==> config.mk <==
export PLATFORM = sky130hd
export DESIGN_NAME = cache_arbiter
export DESIGN_NICKNAME = d
export VERILOG_FILES = /design/src/rtl/cache_pkg.sv /design/src/rtl/cache_arbiter_rr_arb2.sv /design/src/rtl/cache_arbiter.sv
export SDC_FILE = /design/constraint.sdc
export NUM_CORES = 1
export LEC_CHECK = 0
export BUFFER_PORTS_ARGS = -buffer_cell sky130_fd_sc_hd__buf_2
export CAP_MARGIN = 20
export CORE_AREA = 2 2 89 133
export DETAILED_ROUTE_END_ITERATION = 10
export DIE_AREA = 0 0 91 135
export GPL_TIMING_DRIVEN = 0
export PLACE_DENSITY_LB_ADDON = 0.2
export SYNTH_ARGS = -nofsm -noshare
export SYNTH_HDL_FRONTEND = slang
export SYNTH_SLANG_ARGS = --single-unit
==> constraint.sdc <==
create_clock -name clk -period 5.4 [get_ports clk]
set_clock_uncertainty 0.2 [all_clocks]
set_input_delay 0.54 -clock clk [delete_from_list [all_inputs] [get_ports clk]]
set_output_delay 0.54 -clock clk [all_outputs]
set_load 0.005 [all_outputs]
==> src/rtl/cache_pkg.sv <==
// cache_pkg: shared C1/C2 command encodings, arbiter state enum and bus width defaults
package cache_pkg;

    localparam int ADDR_W_DEF = 19;
    localparam int DATA_W_DEF = 16;

    localparam logic [2:0] C1_NOP      = 3'd0;
    localparam logic [2:0] C1_READ8    = 3'd1;
    localparam logic [2:0] C1_READ16   = 3'd2;
    localparam logic [2:0] C1_READ32   = 3'd3;
    localparam logic [2:0] C1_INV_LINE = 3'd4;
    localparam logic [2:0] C1_WRITE8   = 3'd5;
    localparam logic [2:0] C1_WRITE16  = 3'd6;
    localparam logic [2:0] C1_WRITE32  = 3'd7;
    localparam logic [2:0] C1_RESPONSE = 3'd7;

    localparam logic [1:0] C2_NOP        = 2'd0;
    localparam logic [1:0] C2_READ_LINE  = 2'd1;
    localparam logic [1:0] C2_WRITE_LINE = 2'd2;
    localparam logic [1:0] C2_RESPONSE   = 2'd3;

    typedef enum logic [2:0] {
        ST_IDLE,
        ST_SEND,
        ST_SEND_HI,
        ST_WAIT,
        ST_RECV_HI,
        ST_RESP
    } arb_state_e;

    // Low response beat trimmed to the width the command asked for; non-reads return nothing
    function automatic logic [15:0] low_beat(input logic [2:0] cmd, input logic [15:0] data);
        return cmd == C1_READ8 ? {8'h00, data[7:0]} :
               (cmd == C1_READ16 || cmd == C1_READ32) ? data : 16'h0000;
    endfunction

endpackage

==> src/rtl/cache_arbiter_rr_arb2.sv <==
// rr_arb2: combinational two-way round-robin pick; ptr_i names the requester that wins a tie
module rr_arb2 (
    input  logic [1:0] pend_i,
    input  logic       ptr_i,
    output logic       any_o,
    output logic       pick_o
);

    assign any_o  = |pend_i;
    assign pick_o = &pend_i ? ptr_i : pend_i[1];

endmodule

==> src/rtl/cache_arbiter.sv <==
// cache_arbiter: two-port round-robin arbiter sequencing requests onto the cache C1 bus (watchdog under CACHE_ARBITER_TIMEOUT_EN)
module cache_arbiter
    import cache_pkg::*;
#(
    parameter int ADDR_W  = ADDR_W_DEF,
    parameter int DATA_W  = DATA_W_DEF,
    parameter int TIMEOUT = 255
) (
    input  logic                  clk,
    input  logic                  rst_n,
    input  logic [1:0]            req_valid,
    input  logic [5:0]            req_cmd,
    input  logic [2*ADDR_W-1:0]   req_addr,
    input  logic [63:0]           req_wdata,
    output logic [1:0]            gnt,
    output logic [1:0]            resp_valid,
    output logic [31:0]           resp_rdata,
    output logic                  resp_err,
    output logic [2:0]            c1_cmd_o,
    output logic [ADDR_W-1:0]     c1_addr_o,
    output logic [DATA_W-1:0]     c1_data_o,
    input  logic [2:0]            c1_cmd_i,
    input  logic [DATA_W-1:0]     c1_data_i
);

    arb_state_e        state_q;
    logic              ptr_q;
    logic              owner_q;
    logic [2:0]        cmd_q;
    logic [ADDR_W-1:0] addr_q;
    logic [31:0]       wdata_q;
    logic [15:0]       rlo_q;
    logic [1:0]        gnt_q;
    logic [1:0]        resp_valid_q;
    logic [31:0]       resp_rdata_q;
    logic [2:0]        c1_cmd_q;
    logic [ADDR_W-1:0] c1_addr_q;
    logic [DATA_W-1:0] c1_data_q;
    logic [1:0]        pend;
    logic              any;
    logic              pick;
    logic [2:0]        sel_cmd;
    logic [ADDR_W-1:0] sel_addr;
    logic [31:0]       sel_wdata;
    logic              rsp;
    logic              timeout;

    assign pend[0]   = req_valid[0] && req_cmd[2:0] != C1_NOP;
    assign pend[1]   = req_valid[1] && req_cmd[5:3] != C1_NOP;
    assign sel_cmd   = pick ? req_cmd[5:3] : req_cmd[2:0];
    assign sel_addr  = pick ? req_addr[2*ADDR_W-1:ADDR_W] : req_addr[ADDR_W-1:0];
    assign sel_wdata = pick ? req_wdata[63:32] : req_wdata[31:0];
    assign rsp       = c1_cmd_i == C1_RESPONSE;

    rr_arb2 u_rr (
        .pend_i (pend),
        .ptr_i  (ptr_q),
        .any_o  (any),
        .pick_o (pick)
    );

`ifdef CACHE_ARBITER_TIMEOUT_EN
    logic [7:0] wdog_q;
    logic       err_q;

    assign timeout  = wdog_q == 8'(TIMEOUT - 1);
    assign resp_err = err_q;

    // Watchdog counts consecutive WAIT cycles and sits at zero elsewhere, so every WAIT starts fresh
    always_ff @(posedge clk) begin
        if (!rst_n) begin
            wdog_q <= '0;
            err_q  <= 1'b0;
        end else begin
            wdog_q <= state_q == ST_WAIT ? wdog_q + 8'd1 : '0;
            err_q  <= state_q == ST_WAIT && !rsp && timeout;
        end
    end
`else
    logic [7:0] timeout_unused;

    assign timeout_unused = 8'(TIMEOUT);
    assign timeout        = 1'b0;
    assign resp_err       = 1'b0;
`endif

    // Transaction FSM; every output is registered and loaded on the edge entering the state that shows it
    always_ff @(posedge clk) begin
        if (!rst_n) begin
            state_q      <= ST_IDLE;
            ptr_q        <= 1'b0;
            owner_q      <= 1'b0;
            cmd_q        <= C1_NOP;
            addr_q       <= '0;
            wdata_q      <= '0;
            rlo_q        <= '0;
            gnt_q        <= '0;
            resp_valid_q <= '0;
            resp_rdata_q <= '0;
            c1_cmd_q     <= C1_NOP;
            c1_addr_q    <= '0;
            c1_data_q    <= '0;
        end else begin
            case (state_q)
                ST_IDLE: if (any) begin
                    state_q   <= ST_SEND;
                    owner_q   <= pick;
                    cmd_q     <= sel_cmd;
                    addr_q    <= sel_addr;
                    wdata_q   <= sel_wdata;
                    gnt_q     <= pick ? 2'b10 : 2'b01;
                    c1_cmd_q  <= sel_cmd;
                    c1_addr_q <= sel_addr;
                    c1_data_q <= sel_wdata[15:0];
                end
                ST_SEND: begin
                    state_q   <= cmd_q == C1_WRITE32 ? ST_SEND_HI : ST_WAIT;
                    c1_cmd_q  <= C1_NOP;
                    c1_addr_q <= cmd_q == C1_WRITE32 ? addr_q : '0;
                    c1_data_q <= cmd_q == C1_WRITE32 ? wdata_q[31:16] : '0;
                end
                ST_SEND_HI: begin
                    state_q   <= ST_WAIT;
                    c1_addr_q <= '0;
                    c1_data_q <= '0;
                end
                ST_WAIT: if (rsp) begin
                    rlo_q        <= low_beat(cmd_q, c1_data_i);
                    state_q      <= cmd_q == C1_READ32 ? ST_RECV_HI : ST_RESP;
                    resp_valid_q <= cmd_q == C1_READ32 ? 2'b00 : gnt_q;
                    resp_rdata_q <= {16'h0000, low_beat(cmd_q, c1_data_i)};
                end else if (timeout) begin
                    state_q      <= ST_RESP;
                    resp_valid_q <= gnt_q;
                    resp_rdata_q <= '0;
                end
                ST_RECV_HI: begin
                    state_q      <= ST_RESP;
                    resp_valid_q <= gnt_q;
                    resp_rdata_q <= {c1_data_i, rlo_q};
                end
                ST_RESP: begin
                    state_q      <= ST_IDLE;
                    resp_valid_q <= '0;
                    resp_rdata_q <= '0;
                    gnt_q        <= '0;
                    ptr_q        <= ~owner_q;
                end
                default: state_q <= ST_IDLE;
            endcase
        end
    end

    assign gnt        = gnt_q;
    assign resp_valid = resp_valid_q;
    assign resp_rdata = resp_rdata_q;
    assign c1_cmd_o   = c1_cmd_q;
    assign c1_addr_o  = c1_addr_q;
    assign c1_data_o  = c1_data_q;

endmodule

== Word level (Yosys, flattened, before mapping) ==
Index checks and enable logic that the tools add are counted.

* Shift operators: 0
* Bitwise operators: 1
* Equality and inequality tests: 12
* Divide/modulo/power cells: 0
* Reductions and logical operators: 19
* $add $sub $neg: 0
* Muxes and demuxes: 27
* Magnitude comparators: 0
* $mul: 0

{| class="wikitable"
|+ Operators by type and width
! kind !! number
|-
| $pmux W32 S3 || 1
|-
| $mux W16 || 4
|-
| $mux W32 || 2
|-
| $mux W19 || 3
|-
| $pmux W19 S3 || 1
|-
| $pmux W16 S3 || 1
|-
| $reduce_and A2 Y1 || 8
|-
| $pmux W3 S5 || 1
|-
| $eq A3 B2 Y1 const B || 4
|-
| $eq A3 B3 Y1 const B || 4
|-
| $mux W3 || 4
|-
| $reduce_bool A3 Y1 || 4
|-
| $mux W2 || 4
|-
| $eq A3 B1 Y1 const B || 2
|-
| $pmux W2 S3 || 1
|-
| $pmux W3 S2 || 1
|-
| $ne A2 B2 Y1 const B || 2
|-
| $pmux W2 S2 || 1
|-
| $reduce_bool A2 Y1 || 2
|-
| $logic_not A3 Y1 || 1
|-
| $mux W1 || 3
|-
| $logic_and A1 B1 Y1 || 2
|-
| $reduce_or A2 Y1 || 1
|-
| $logic_or A1 B1 Y1 || 1
|-
| $not A1 Y1 || 1
|}

* Memories: 0
* Output and inout port bits: 75
* Bits in read-only memories: 0
* Bits in writable memories: 0
* Logic and storage cells: 72
* Latch bits: 0
* Register bits: 149

== Longest topological paths before layout ==
* Word-level depth: 7
* Gate-level depth with buffers: 7
* Depth with buffers taken out: 4

== Cells and area by module ==
From an unflattened synthesis, not the netlist that was laid out.

* Cell total of the unflattened synthesis: 643
* Area total of the unflattened synthesis: 5725.5 µm²

{| class="wikitable"
|+ By module, submodules not included
! module !! area an instance (µm²) !! instances !! cells each
|-
| cache_arbiter || 5708.0 || 1 || 640
|-
| rr_arb2 || 17.5 || 1 || 3
|}

== Worst setup path after synthesis ==
OpenSTA, ideal clock, no wires.

* Kind: input-to-reg
* Start: in req_cmd[0]
* End: reg c1_data_q[10], in the netlist c1_data_o[10]
* Cell stages on the path: 6
* Slack: 3.428 ns
* Buffers on the path: 2
* Arrival: 1.697 ns
* Library setup time: 0.074 ns
* Cells stage by stage: o31ai_2 -> a311o_1 -> buf_6 -> buf_8 -> a21oi_2 -> a31oi_1

* Word-level cells in the longest chain between the ends: 7
* Elaborated cells on any way between the ends: 10
* Those cells by class: eq/ne: 1; mux: 4; reduce/logical: 5

{| class="wikitable"
|+ Ends and longest elaborated chain
! what !! RTL line !! source
|-
| start, declared || cache_arbiter.sv:12 || <nowiki>input logic [5:0] req_cmd,</nowiki>
|-
| $reduce_bool A3 Y1 * || cache_arbiter.sv:48 || <nowiki>assign pend[0] = req_valid[0] && req_cmd[2:0] != C1_NOP;</nowiki>
|-
| $logic_and A1 B1 Y1 * || cache_arbiter.sv:48 ||
|-
| $reduce_and A2 Y1 || cache_arbiter_rr_arb2.sv:10 || <nowiki>assign pick_o = &pend_i ? ptr_i : pend_i[1];</nowiki>
|-
| $mux W1 || cache_arbiter_rr_arb2.sv:10 ||
|-
| $mux W32 || cache_arbiter.sv:52 || <nowiki>assign sel_wdata = pick ? req_wdata[63:32] : req_wdata[31:0];</nowiki>
|-
| $mux W16 || cache_arbiter.sv:105 || <nowiki>ST_IDLE: if (any) begin</nowiki>
|-
| $pmux W16 S3 || cache_arbiter.sv:104 || <nowiki>case (state_q)</nowiki>
|-
| end signal, assigned || cache_arbiter.sv:114 || <nowiki>c1_data_q <= sel_wdata[15:0];</nowiki>
|-
| end signal, assigned || cache_arbiter.sv:120 || <nowiki>c1_data_q <= cmd_q == C1_WRITE32 ? wdata_q[31:16] : '0;</nowiki>
|-
| end, declared || cache_arbiter.sv:38 || <nowiki>logic [DATA_W-1:0] c1_data_q;</nowiki>
|}

Every way passes the cells marked *; elsewhere a longest branch is shown, timed or not. The select of a mux whose other input is x is not followed.
A chain may end at the register's enable or synchronous reset.

== Worst setup path in the final report ==
* Start: reg state_q[1]
* End: reg c1_addr_q[5], in the netlist c1_addr_o[5]

* Word-level cells in the longest chain between the ends: 3
* Elaborated cells on any way between the ends: 7
* Those cells by class: eq/ne: 3; mux: 1; reduce/logical: 3

{| class="wikitable"
|+ Ends and longest elaborated chain
! what !! RTL line !! source
|-
| start, declared || cache_arbiter.sv:26 || <nowiki>arb_state_e state_q;</nowiki>
|-
| start signal, assigned || cache_arbiter.sv:117 || <nowiki>state_q <= cmd_q == C1_WRITE32 ? ST_SEND_HI : ST_WAIT;</nowiki>
|-
| start signal, assigned || cache_arbiter.sv:129 || <nowiki>state_q <= cmd_q == C1_READ32 ? ST_RECV_HI : ST_RESP;</nowiki>
|-
| $eq A3 B2 Y1, or another cell as far along || cache_arbiter.sv:104 ||
|-
| $reduce_bool A3 Y1 (no line) or $ne A2 B2 Y1 (tied branches) || n/a ||
|-
| $reduce_and A2 Y1 (no line) || n/a ||
|-
| end signal, assigned || cache_arbiter.sv:113 || <nowiki>c1_addr_q <= sel_addr;</nowiki>
|-
| end signal, assigned || cache_arbiter.sv:119 || <nowiki>c1_addr_q <= cmd_q == C1_WRITE32 ? addr_q : '0;</nowiki>
|-
| end, declared || cache_arbiter.sv:37 || <nowiki>logic [ADDR_W-1:0] c1_addr_q;</nowiki>
|}

Parallel ways exist; a longest one is shown, timed or not.

==> results by group <==
Run status
  • Status: finished, final reports clean

Logic synthesis
  • Syn_area_per_cell: 8.157 sq um
  • Synthesis-stage register bit count: 133
  • Mapped Area: 0.005889 sq mm
  • Post-synthesis sequential area ratio: 45.21%
  • Yosys warnings: 0
  • Syn Nets: 853
  • Area contributors post-synth: dfxtp_1, a31oi_1, nand2_1
  • Count of cell types in the netlist: 48
  • Synth area leader: dfxtp_1
  • Post-synth top area share: 45.21%
  • Post-Syn Instances: 722

Place
  • Placed Instances: 1,073
  • Placer Congestion: 0.8957
  • Post-DP HPWL: 13.85 mm
  • # port buffers: 204

Clocking
  • Maximum clock path buffer count: 2
  • Clock Latency Late Sink: 420 ps
  • Clock sinks: 133
  • CTS tree: done
  • H-tree depth: 4
  • CTS Buf Count: 17
  • Cts repair resizes: 0
  • # hold bufs at CTS: 0
  • Root Driver: clkbuf_16
  • Post-CTS Setup Repair Bufs: 0
  • Reg clk slew, reported paths: 60 ps

Route
  • TritonRoute pass-1 iters: 5
  • Vias post-DR: 6,473
  • DRT iter0 DRCs: 541
  • DRC: 0
  • Total Wirelength: 18.96 mm
  • Post-route ant nets: 0
  • Wire length per cell: 17.14 microns
  • Vias per cell: 5.853

GRT
  • GR Overflow Total: 0
  • GR Layer Usage met3: 6.975%
  • Vias in the first global route: 6,187
  • GR Util All Layers: 30.44%
  • Global-route met1 utilization: 33.35%
  • Met2 global-route usage: 54.94%
  • Busiest grt layer: met2
  • First-pass GRT wire length: 29.83 mm
  • Pin count of the biggest net entering global routing: 17
  • Initial antenna violation count: 1

Critical path
  • Worst setup EP type: flip-flop
  • Worst Setup EP: c1_addr_o[5]$_SDFFE_PN0P_
  • Critical-path top delay cell: a311oi_4
  • Max stage delay on crit path: 460 ps
  • R2R Path End: c1_addr_o[5]$_SDFFE_PN0P_
  • Critical path data arrival time: 2370 ps
  • R2r worst-path depth: 6
  • Max FO, Critical Path: 10
  • Worst path bufs/invs: 2
  • Flop2flop setup slack: 3180 ps
  • Critical path, cell by cell: buf_4, nor2_2, a311oi_4, clkbuf_1, o21ai_0, a31oi_1
  • Crit path launch: state_q[1]$_SDFFE_PN0P_
  • Critical path launch point type: flip-flop
  • WP depth: 6
  • Worst r2r src: state_q[1]$_SDFFE_PN0P_
  • CP top delay family: compound AO/OA/AOI/OAI gates
  • Crit path kind: reg2reg
  • Worst Path Required: 5550 ps

Power
  • Internal: 2009 uW
  • Comb power frac: 19.7%
  • Clock power frac: 40.4%
  • Pwr Density: 372.7 mW/mm^2
  • NetSw: 857.0 uW
  • VDD IR-drop max: 0.2650 mV
  • Sequential power share: 39.9%
  • Switching share of total power: 29.91%
  • Leak pwr: 0.003269 uW

Cells and area
  • Area Growth Syn to Fin: 30.55%
  • Leading cell types in the layout, fill and taps excluded: buf_2, dfxtp_1, nand2_1
  • Layout cell share with drive strength beyond 1: 31.42%
  • Final std cells w/o fill: 1,106
  • Most common cell after layout, fill and taps aside: buf_2
  • Final nets: 1,076

STA
  • RSZ-0062 raised after global routing: false
  • Max_slew headroom: 49.13%
  • Hold slack: 162.3 ps
  • Setup TNS: 0 ps
  • Final period util: 41.07%
  • Final setup viols: 0
  • Tmin final: 2218 ps
  • Max frequency: 0.4509 GHz
  • Final hold viol count: 0
  • Worst slew pin tran: 757.3 ps
  • Pins over their slew limit: 0

Die
  • Die ar.: 0.01229 sq mm
  • DIE HEIGHT: 135 microns
  • Core Area: 0.01106 sq mm
  • I/O pins: 206
  • Die width: 91 microns
  • Row cnt: 47
  • Initial Util: 53.27%

Run
  • Max_cap viols: 0

Hold path
  • HP Class: in2reg
-- tightest hold or removal path, cell delays in order --
cell and delay [ps]:
buf_2 90, nand2_1 40, a31oi_1 60
-- cell type report --
type,count,area (sq um)
antenna,1,2.502
buffer,67,372.9
clock buffer,19,442.9
clock inverter,13,148.9
fill,1002,3367
inverter,3,11.26
multi-input combinational,519,2843
sequential,133,2663
tap,147,183.9
timing repair buffer,204,1021
-- logic make-up after synthesis --
| family | synth area share [%] |
|---|---|
| multiplexers | 0.6799 |
| AO/OA/AOI/OAI | 28.21 |
| flip-flops | 45.21 |
| AND/OR/NAND/NOR | 19.31 |
| other | 0.06367 |
| buffers and inverters | 6.522 |
-- layer usage --
| layer | share of wire, % | vias to the layer above |
|---|---|---|
| li1 | - | 3065 |
| met1 | 37 | 3017 |
| met2 | 51 | 336 |
| met3 | 8.4 | 55 |
| met4 | 3.5 | 0 |
| met5 | 0 | - |
-- worst min path at each step --
stage / slack [ps] / depth (start not counted) / start / end
after CTS: 160 / 3 / req_wdata[25] / wdata_q[25]$_SDFFE_PN0P_
after global routing: 170 / 3 / req_wdata[25] / wdata_q[25]$_SDFFE_PN0P_
after global placement: 240 / 2 / resp_valid[0]$_SDFFE_PN0P_ / resp_valid[0]$_SDFFE_PN0P_
after floorplan: 230 / 2 / rlo_q[2]$_SDFFE_PN0P_ / resp_rdata[2]$_SDFFE_PN0P_
final: 160 / 3 / req_wdata[25] / wdata_q[25]$_SDFFE_PN0P_
after detailed placement: 240 / 2 / rlo_q[14]$_SDFFE_PN0P_ / rlo_q[14]$_SDFFE_PN0P_
-- synthesized netlist by cell type, drive strengths merged --
master   instances
nor2b            2
a31oi           73
o21bai           1
nand4b           1
and3b            1
o21a             1
a31o             1
nand2b          12
conb             1
nor3             6
inv              2
clkbuf          25
a311oi           1
nand3b           3
a21o             2
nor2            26
or2              1
nand2          110
and2             1
o21ai           80
dfxtp          133
nor3b            2
buf             42
o311a            1
or3              1
clkinv           1
nand3           77
and3             1
a221oi           9
a2111oi          1
a21oi           76
a311o            1
mux2i            4
o31ai            2
a22oi           21
-- stage by stage --
step                      power (uW)  area [sq um]  utilization [%]  setup slack (ps)
final                           2866          7689            69.55              3182
after global routing            2976          7689            69.55              3063
after CTS                       2857          7686            69.52              3243
after detailed placement        1716          7094            64.17              3005
after global placement          1712          7094            64.17              2989
after floorplan                 1488          5889                -              3428
-- sequential cells by signal (all words and copies together) (netlist names) --
| name | flops |
|---|---|
| addr_q | 19 |
| c1_addr_o | 19 |
| c1_cmd_o | 3 |
| c1_data_o | 16 |
| cmd_q | 3 |
| gnt | 2 |
| owner_q | 1 |
| ptr_q | 1 |
| resp_rdata | 32 |
| resp_valid | 2 |
| rlo_q | 16 |
| state_q | 3 |
| wdata_q | 16 |
-- power groups by stage --
| stage | Sequential, uW | Clock (uW) | Combinational, uW |
|---|---|---|---|
| 5_1_grt | 1150 | 1210 | 616 |
| 4_1_cts | 1140 | 1160 | 558 |
| 2_1_floorplan | 1160 | 0 | 332 |
| 6_report | 1140 | 1160 | 565 |
| 3_3_place_gp | 1160 | 0 | 551 |
| 3_5_place_dp | 1160 | 0 | 556 |
(Power assumes the default switching activity.)
